$ cat src/rtl/funrv32_pkg.sv
`default_nettype none
// +--------------------------------------------------------------------+
// | funrv32_pkg: size encodings, LSU state type and lane helpers.      |
// | Rev 1.0                                                            |
// +--------------------------------------------------------------------+
package funrv32_pkg;

  localparam int MEM_AW_DEFAULT = 14;

  localparam logic [1:0] SZ_B   = 2'b00;
  localparam logic [1:0] SZ_H   = 2'b01;
  localparam logic [1:0] SZ_W   = 2'b10;
  localparam logic [1:0] SZ_ILL = 2'b11;

  typedef enum logic [1:0] {
    ST_IDLE    = 2'd0,
    ST_ISSUE   = 2'd1,
    ST_CAPTURE = 2'd2,
    ST_RESP    = 2'd3
  } lsu_state_t;

  function automatic logic [3:0] lane_ben(input logic [1:0] size, input logic [1:0] off);
    case (size)
      SZ_B:    return 4'b0001 << off;
      SZ_H:    return off[1] ? 4'b1100 : 4'b0011;
      SZ_W:    return 4'b1111;
      default: return 4'b0000;
    endcase
  endfunction

  function automatic logic [31:0] lane_wdata(input logic [1:0] size, input logic [31:0] wdata);
    case (size)
      SZ_B:    return {4{wdata[7:0]}};
      SZ_H:    return {2{wdata[15:0]}};
      default: return wdata;
    endcase
  endfunction

  // Any address bit above the SPRAM byte range makes the access out of range.
  function automatic logic req_error(input logic [1:0] size, input logic [31:0] addr, input int aw);
    logic bad_align;
    bad_align = ((size == SZ_H) && addr[0]) || ((size == SZ_W) && (addr[1:0] != 2'b00));
    return (size == SZ_ILL) || bad_align || ((addr >> (aw + 2)) != 32'd0);
  endfunction

endpackage
`default_nettype wire

$ cat src/rtl/mem_lsu_if.sv
`default_nettype none
// +--------------------------------------------------------------------+
// | mem_lsu_if: core request/response and SPRAM bus of the LSU.        |
// | Rev 1.0                                                            |
// +--------------------------------------------------------------------+
interface mem_lsu_if
  import funrv32_pkg::*;
#(
  parameter int MEM_AW = MEM_AW_DEFAULT
);
  logic              req_valid;
  logic              req_ready;
  logic              req_we;
  logic [1:0]        req_size;
  logic              req_signed;
  logic [31:0]       req_addr;
  logic [31:0]       req_wdata;
  logic              resp_valid;
  logic              resp_err;
  logic [31:0]       resp_rdata;
  logic [MEM_AW-1:0] mem_addr;
  logic [31:0]       mem_wdata;
  logic              mem_wen;
  logic [3:0]        mem_ben;
  logic [31:0]       mem_rdata;

  // Environment side: the core issuing requests and the SPRAM returning data.
  modport master (
    output req_valid, req_we, req_size, req_signed, req_addr, req_wdata, mem_rdata,
    input  req_ready, resp_valid, resp_err, resp_rdata, mem_addr, mem_wdata, mem_wen, mem_ben
  );

  modport slave (
    input  req_valid, req_we, req_size, req_signed, req_addr, req_wdata, mem_rdata,
    output req_ready, resp_valid, resp_err, resp_rdata, mem_addr, mem_wdata, mem_wen, mem_ben
  );
endinterface
`default_nettype wire

$ cat src/rtl/lsu_align.sv
`default_nettype none
// +--------------------------------------------------------------------+
// | lsu_align: load data lane extraction with sign/zero extension.     |
// | Rev 1.0                                                            |
// +--------------------------------------------------------------------+
module lsu_align
  import funrv32_pkg::*;
(
  input  logic [31:0] rdata_i,
  input  logic [1:0]  size_i,
  input  logic        signed_i,
  input  logic [1:0]  off_i,
  output logic [31:0] data_o
);

  logic [7:0]  byte_v;
  logic [15:0] half_v;

  always_comb begin
    byte_v = rdata_i[{off_i, 3'b000} +: 8];
    half_v = rdata_i[{off_i[1], 4'b0000} +: 16];
    data_o = rdata_i;
    case (size_i)
      SZ_B:    data_o = {{24{signed_i & byte_v[7]}}, byte_v};
      SZ_H:    data_o = {{16{signed_i & half_v[15]}}, half_v};
      default: data_o = rdata_i;
    endcase
  end

endmodule
`default_nettype wire

$ cat src/rtl/mem_lsu.sv
`default_nettype none
// +--------------------------------------------------------------------+
// | mem_lsu: single-outstanding load/store unit in front of an SPRAM.  |
// | Rev 1.0                                                            |
// +--------------------------------------------------------------------+
module mem_lsu
  import funrv32_pkg::*;
#(
  parameter int MEM_AW = MEM_AW_DEFAULT
)(
  input logic      clk,
  input logic      rst,
  mem_lsu_if.slave bus
);

  lsu_state_t        state_q;
  logic              ready_q;
  logic              we_q;
  logic [1:0]        size_q;
  logic              signed_q;
  logic [1:0]        off_q;
  logic              err_q;
  logic [MEM_AW-1:0] mem_addr_q;
  logic [31:0]       mem_wdata_q;
  logic              mem_wen_q;
  logic [3:0]        mem_ben_q;
  logic              resp_valid_q;
  logic              resp_err_q;
  logic [31:0]       resp_rdata_q;

  logic              req_err;
  logic [31:0]       load_data;

  assign req_err = req_error(bus.req_size, bus.req_addr, MEM_AW);

  lsu_align u_align (
    .rdata_i  (bus.mem_rdata),
    .size_i   (size_q),
    .signed_i (signed_q),
    .off_i    (off_q),
    .data_o   (load_data)
  );

  always_ff @(posedge clk) begin
    if (rst) begin
      state_q      <= ST_IDLE;
      ready_q      <= 1'b1;
      we_q         <= 1'b0;
      size_q       <= SZ_B;
      signed_q     <= 1'b0;
      off_q        <= 2'b00;
      err_q        <= 1'b0;
      mem_addr_q   <= '0;
      mem_wdata_q  <= '0;
      mem_wen_q    <= 1'b0;
      mem_ben_q    <= 4'b0000;
      resp_valid_q <= 1'b0;
      resp_err_q   <= 1'b0;
      resp_rdata_q <= '0;
    end else begin
      case (state_q)
        ST_IDLE: begin
          if (bus.req_valid) begin
            state_q     <= ST_ISSUE;
            ready_q     <= 1'b0;
            we_q        <= bus.req_we;
            size_q      <= bus.req_size;
            signed_q    <= bus.req_signed;
            off_q       <= bus.req_addr[1:0];
            err_q       <= req_err;
            mem_addr_q  <= bus.req_addr[MEM_AW+1:2];
            mem_wdata_q <= lane_wdata(bus.req_size, bus.req_wdata);
            // A faulting access never touches the SPRAM, so its lanes stay dark.
            mem_wen_q   <= bus.req_we & ~req_err;
            mem_ben_q   <= req_err ? 4'b0000 : lane_ben(bus.req_size, bus.req_addr[1:0]);
          end
        end
        ST_ISSUE: begin
          mem_wen_q <= 1'b0;
          mem_ben_q <= 4'b0000;
          if (err_q || we_q) begin
            state_q      <= ST_RESP;
            resp_valid_q <= 1'b1;
            resp_err_q   <= err_q;
            resp_rdata_q <= '0;
          end else begin
            state_q <= ST_CAPTURE;
          end
        end
        ST_CAPTURE: begin
          state_q      <= ST_RESP;
          resp_valid_q <= 1'b1;
          resp_err_q   <= 1'b0;
          resp_rdata_q <= load_data;
        end
        ST_RESP: begin
          state_q      <= ST_IDLE;
          ready_q      <= 1'b1;
          resp_valid_q <= 1'b0;
          resp_err_q   <= 1'b0;
          resp_rdata_q <= '0;
        end
        default: begin
          state_q <= ST_IDLE;
          ready_q <= 1'b1;
        end
      endcase
    end
  end

  assign bus.req_ready  = ready_q;
  assign bus.resp_valid = resp_valid_q;
  assign bus.resp_err   = resp_err_q;
  assign bus.resp_rdata = resp_rdata_q;
  assign bus.mem_addr   = mem_addr_q;
  assign bus.mem_wdata  = mem_wdata_q;
  assign bus.mem_wen    = mem_wen_q;
  assign bus.mem_ben    = mem_ben_q;

endmodule
`default_nettype wire

$ cat src/flat_wrapper.sv
// flat-port wrapper written by rule: the top's interface ports become plain ports
module mem_lsu_flat import funrv32_pkg::*;
#(
  parameter int MEM_AW = MEM_AW_DEFAULT
)
  (clk, rst, bus_req_valid, bus_req_we, bus_req_size, bus_req_signed, bus_req_addr, bus_req_wdata, bus_mem_rdata, bus_req_ready, bus_resp_valid, bus_resp_err, bus_resp_rdata, bus_mem_addr, bus_mem_wdata, bus_mem_wen, bus_mem_ben);
  mem_lsu_if #(.MEM_AW(MEM_AW)) bus_i ();
  input logic clk;
  input logic rst;
  input wire logic [$bits(bus_i.req_valid)-1:0] bus_req_valid;
  input wire logic [$bits(bus_i.req_we)-1:0] bus_req_we;
  input wire logic [$bits(bus_i.req_size)-1:0] bus_req_size;
  input wire logic [$bits(bus_i.req_signed)-1:0] bus_req_signed;
  input wire logic [$bits(bus_i.req_addr)-1:0] bus_req_addr;
  input wire logic [$bits(bus_i.req_wdata)-1:0] bus_req_wdata;
  input wire logic [$bits(bus_i.mem_rdata)-1:0] bus_mem_rdata;
  output wire logic [$bits(bus_i.req_ready)-1:0] bus_req_ready;
  output wire logic [$bits(bus_i.resp_valid)-1:0] bus_resp_valid;
  output wire logic [$bits(bus_i.resp_err)-1:0] bus_resp_err;
  output wire logic [$bits(bus_i.resp_rdata)-1:0] bus_resp_rdata;
  output wire logic [$bits(bus_i.mem_addr)-1:0] bus_mem_addr;
  output wire logic [$bits(bus_i.mem_wdata)-1:0] bus_mem_wdata;
  output wire logic [$bits(bus_i.mem_wen)-1:0] bus_mem_wen;
  output wire logic [$bits(bus_i.mem_ben)-1:0] bus_mem_ben;
  assign bus_i.req_valid = bus_req_valid;
  assign bus_i.req_we = bus_req_we;
  assign bus_i.req_size = bus_req_size;
  assign bus_i.req_signed = bus_req_signed;
  assign bus_i.req_addr = bus_req_addr;
  assign bus_i.req_wdata = bus_req_wdata;
  assign bus_i.mem_rdata = bus_mem_rdata;
  assign bus_req_ready = bus_i.req_ready;
  assign bus_resp_valid = bus_i.resp_valid;
  assign bus_resp_err = bus_i.resp_err;
  assign bus_resp_rdata = bus_i.resp_rdata;
  assign bus_mem_addr = bus_i.mem_addr;
  assign bus_mem_wdata = bus_i.mem_wdata;
  assign bus_mem_wen = bus_i.mem_wen;
  assign bus_mem_ben = bus_i.mem_ben;
  mem_lsu #(.MEM_AW(MEM_AW)) u_core (.clk(clk), .rst(rst), .bus(bus_i));
endmodule
$ cat config.mk
export PLATFORM = sky130hd
export DESIGN_NAME = mem_lsu_flat
export DESIGN_NICKNAME = d
export VERILOG_FILES = /design/src/rtl/funrv32_pkg.sv /design/src/rtl/mem_lsu_if.sv /design/src/rtl/lsu_align.sv /design/src/rtl/mem_lsu.sv /design/src/flat_wrapper.sv
export SDC_FILE = /design/constraint.sdc
export NUM_CORES = 1
export LEC_CHECK = 0
export ABC_AREA = 1
export BUFFER_PORTS_ARGS = -buffer_cell sky130_fd_sc_hd__buf_4
export CAP_MARGIN = 20
export CORE_MARGIN = 5
export CORE_UTILIZATION = 51
export CTS_BUF_LIST = sky130_fd_sc_hd__clkbuf_4
export CTS_CLUSTER_SIZE = 20
export DETAILED_ROUTE_END_ITERATION = 8
export PLACE_DENSITY = 0.82
export SETUP_SLACK_MARGIN = 0.15
export SKIP_CTS_REPAIR_TIMING = 1
export SLEW_MARGIN = 20
export SYNTH_ARGS = -nofsm -noshare
export SYNTH_HDL_FRONTEND = slang
export SYNTH_HIERARCHICAL = 1
export SYNTH_SLANG_ARGS = --single-unit
$ cat constraint.sdc
create_clock -name clk -period 1.7 [get_ports clk]
set_input_delay 0.085 -clock clk [delete_from_list [all_inputs] [get_ports clk]]
set_output_delay 0.085 -clock clk [all_outputs]
set_load 0.05 [all_outputs]
==> qor.yml <==
cts_tree: "yes"
p_comb_share_pct: 58.2
slew_headroom_pct: 55.3
via_count: 5620
worstHoldStart: "bus_req_wdata[20]"
synth_top_area_share_pct: 39.5
slew_violations: 0
powerDensity_nw_per_um2: 1460
synth_edf_count: 0
dieArea_sq_um: 11500
cts_made_buffers: 9
min_path_type: "input pin to flip-flop"
cp_data_arrival_time_ns: 1.86
setup_viol: 0
root_buffer: "clkbuf_4"
start_util_pct: 52.1
grt_max_degree: 69
synth_area_leader_cell: "dfxtp_1"
clock-sinks: 95
critical_path.slowest_cell: "dfxtp_2"
ys_ff_latch: 95
power_frac_seq_pct: 30.2
syn_nets: 797
vias_per_cell: 5.40
worst_pin_slew_ns: 0.671
intPower_w: 0.00506
io_buffer_count: 188
synthMostInstantiatedCell: "nand2_1"
reg2reg_to: "u_core/bus.resp_valid"
fin_area_sq_um: 7020
synth_cell_type_count: 29
rsz0062_at_grt: "yes"
yosysWarningCount: 6
synthCells: 690
area_growth_pct: 45.6
required_ns: 2.07
synth.top_cells.by_count: "197 x nand2_1, 95 x dfxtp_1, 74 x nand3_1"
swShare_pct: 50.7
grt_pass1_vias: 4857
switchingPower_w: 0.00520
drive_gt1_share_pct: 30.6
rows: 35
drt_wl_total_um: 17000
overflow: 0
rr_worst_depth: 7
power.total_w: 0.0103
fmax_ghz: 0.673
vdd_drop_max_uv: 903
cp.buffers_inverters: 3
min_to: "u_core/bus.mem_wdata[20]"
holdPathStages: 5
cp_top_family: "flip-flops"
netlist_top_cells_area: "dfxtp_1 39%, nand2_1 15%, nand3_1 7.7%"
setup_slack_ns: 0.215
pwr-share-clk_pct: 11.6
synth-async-reset-ratio_pct: 0
max_cap_viol_count: 0
path_clk_slew_ns: 0.17
gp_congestion: 0.875
ant_nets: 0
power_leakage_nw: 3.40
period_share_pct: 87.4
path_cells: "inv_2 > ha_1 > a21oi_4 > buf_12 > buf_6 > nand2_1 > a21oi_1"
slowest_delay_ns: 0.38
grt_pass1_wl_um: 23800
antenna_found_initial: 1
n_fill_cell: 648
hold_ws_ns: 0.0116
ys_seq_area_share_pct: 39.5
cts.htree.levels: 3
status: "finished, final reports clean"
clock_skew_ns: 0.0216
path_max_fanout: 13
coreArea_sq_um: 9240
fin_crit_ns: 1.49
syn_area_sq_um: 4820
worstSetupStartpointType: "flip-flop"
dp_slack_ns: 0.0329
placed_area_sq_um: 6210
dp_hpwl_um: 11100
nNetsFinal: 1013
cts_buffer_depth: 2
tns_ns: 0
die_h_um: 107
rr_startpoint: "u_core/state_q[1]"
fp.dieW_um: 107
first_iter_violations: 391
crit_type: "flip-flop to flip-flop"
finalHoldViolCount: 0
critPathCaptureType: "flip-flop"
ys.flop_type: "dfxtp_1"
wl_per_cell_um: 16.3
clk_latency_ns: 0.45
reg2reg_setup_slack_ns: 0.21
route.detailed.drc: 0
grtUsageTotal_pct: 25.4
top_level_ports: 189
synth_area_per_cell_sq_um: 6.98
drt_first_pass_iters: 5
## worst min-delay path: cells and delay by family
family          cells  cell delay, ns
compound gates      1            0.09
simple gates        2            0.14
buf+inv             2            0.14
## per-stage QoR
stage | utilization (%) | std cells
2_1_floorplan | - | 690
3_3_place_gp | 67.2 | 969
3_5_place_dp | 67.2 | 969
4_1_cts | 68.6 | 985
5_1_grt | 75.9 | 1041
6_report | 75.9 | 1041
## power by group through the flow
stage	clock network (W)	logic (W)	registers [W]
4_1_cts	0.00121	0.00524	0.00305
6_report	0.00119	0.00596	0.00310
3_5_place_dp	0	0.00523	0.00308
3_3_place_gp	0	0.00514	0.00307
5_1_grt	0.00130	0.00634	0.00316
2_1_floorplan	0	0.00251	0.00439
## cell usage in the layout (no fill, tap or decap), types with 2 or more instances in the layout
| cell type | n |
|---|---|
| a21oi_1 | 52 |
| a21oi_2 | 3 |
| a31oi_1 | 8 |
| buf_12 | 3 |
| buf_4 | 197 |
| clkbuf_16 | 2 |
| clkbuf_4 | 9 |
| clkinv_4 | 2 |
| dfxtp_1 | 88 |
| dfxtp_2 | 6 |
| dlygate4sd3_1 | 49 |
| ha_1 | 3 |
| inv_1 | 30 |
| inv_2 | 7 |
| inv_4 | 2 |
| inv_6 | 2 |
| inv_8 | 2 |
| nand2_1 | 197 |
| nand2_2 | 4 |
| nand2_4 | 2 |
| nand2_8 | 2 |
| nand3_1 | 74 |
| nand3_2 | 20 |
| nor2_1 | 72 |
| nor2_2 | 3 |
| nor2_4 | 2 |
| nor2_8 | 3 |
| o211ai_1 | 16 |
| o21ai_0 | 38 |
## metal layers
layer	GRT usage [%]	wire length, um	vias to the layer above
met4	8.95	533	0
met2	42.6	8250	353
li1	-	-	2679
met3	4.33	1650	52
met1	32.8	6550	2536
met5	0	0	-
## cell families after synthesis
logic type	share of synthesized area, %
simple gates	36.2
compound gates	14.2
flops	39.5
buf+inv	9.04
fa+ha+maj	1.04
## area by class of cell
class,instances,area (sq um),area share [%]
sequential,95,1910,27.3
inverter,42,175,2.50
antenna,1,2.50,0.0357
timing repair buffer,252,2090,29.8
multi-input combinational,506,2540,36.2
clock inverter,7,66.3,0.945
tap,129,161,2.30
clock buffer,9,67.6,0.963
## flip-flops by register name (all words and copies together) (netlist names)
| signal | count |
|---|---|
| u_core/bus.mem_wdata | 32 |
| u_core/bus.resp_rdata | 32 |
| u_core/bus.mem_addr | 14 |
| u_core/bus.mem_ben | 4 |
| u_core/off_q | 2 |
| u_core/size_q | 2 |
| u_core/state_q | 2 |
| u_core/bus.mem_wen | 1 |
| u_core/bus.req_ready | 1 |
| u_core/bus.resp_err | 1 |
| u_core/bus.resp_valid | 1 |
| u_core/err_q | 1 |
| u_core/signed_q | 1 |
| u_core/we_q | 1 |
## how the worst max path moves through the flow
stage / slack [ns] / depth (start not counted) / to / start
floorplan: 0.24 / 8 / u_core/bus.mem_wdata[13] / u_core/state_q[0]
global placement: 0.14 / 9 / u_core/bus.resp_rdata[14] / u_core/size_q[1]
detailed placement: 0.03 / 8 / u_core/bus.mem_wdata[9] / u_core/state_q[0]
CTS: 0.0003 / 6 / u_core/bus.resp_err / u_core/state_q[1]
global route: 0.11 / 9 / u_core/bus.resp_rdata[30] / u_core/size_q[0]
finish: 0.21 / 7 / u_core/bus.resp_valid / u_core/state_q[1]
No activity file was read; power rests on OpenSTA's default activity.
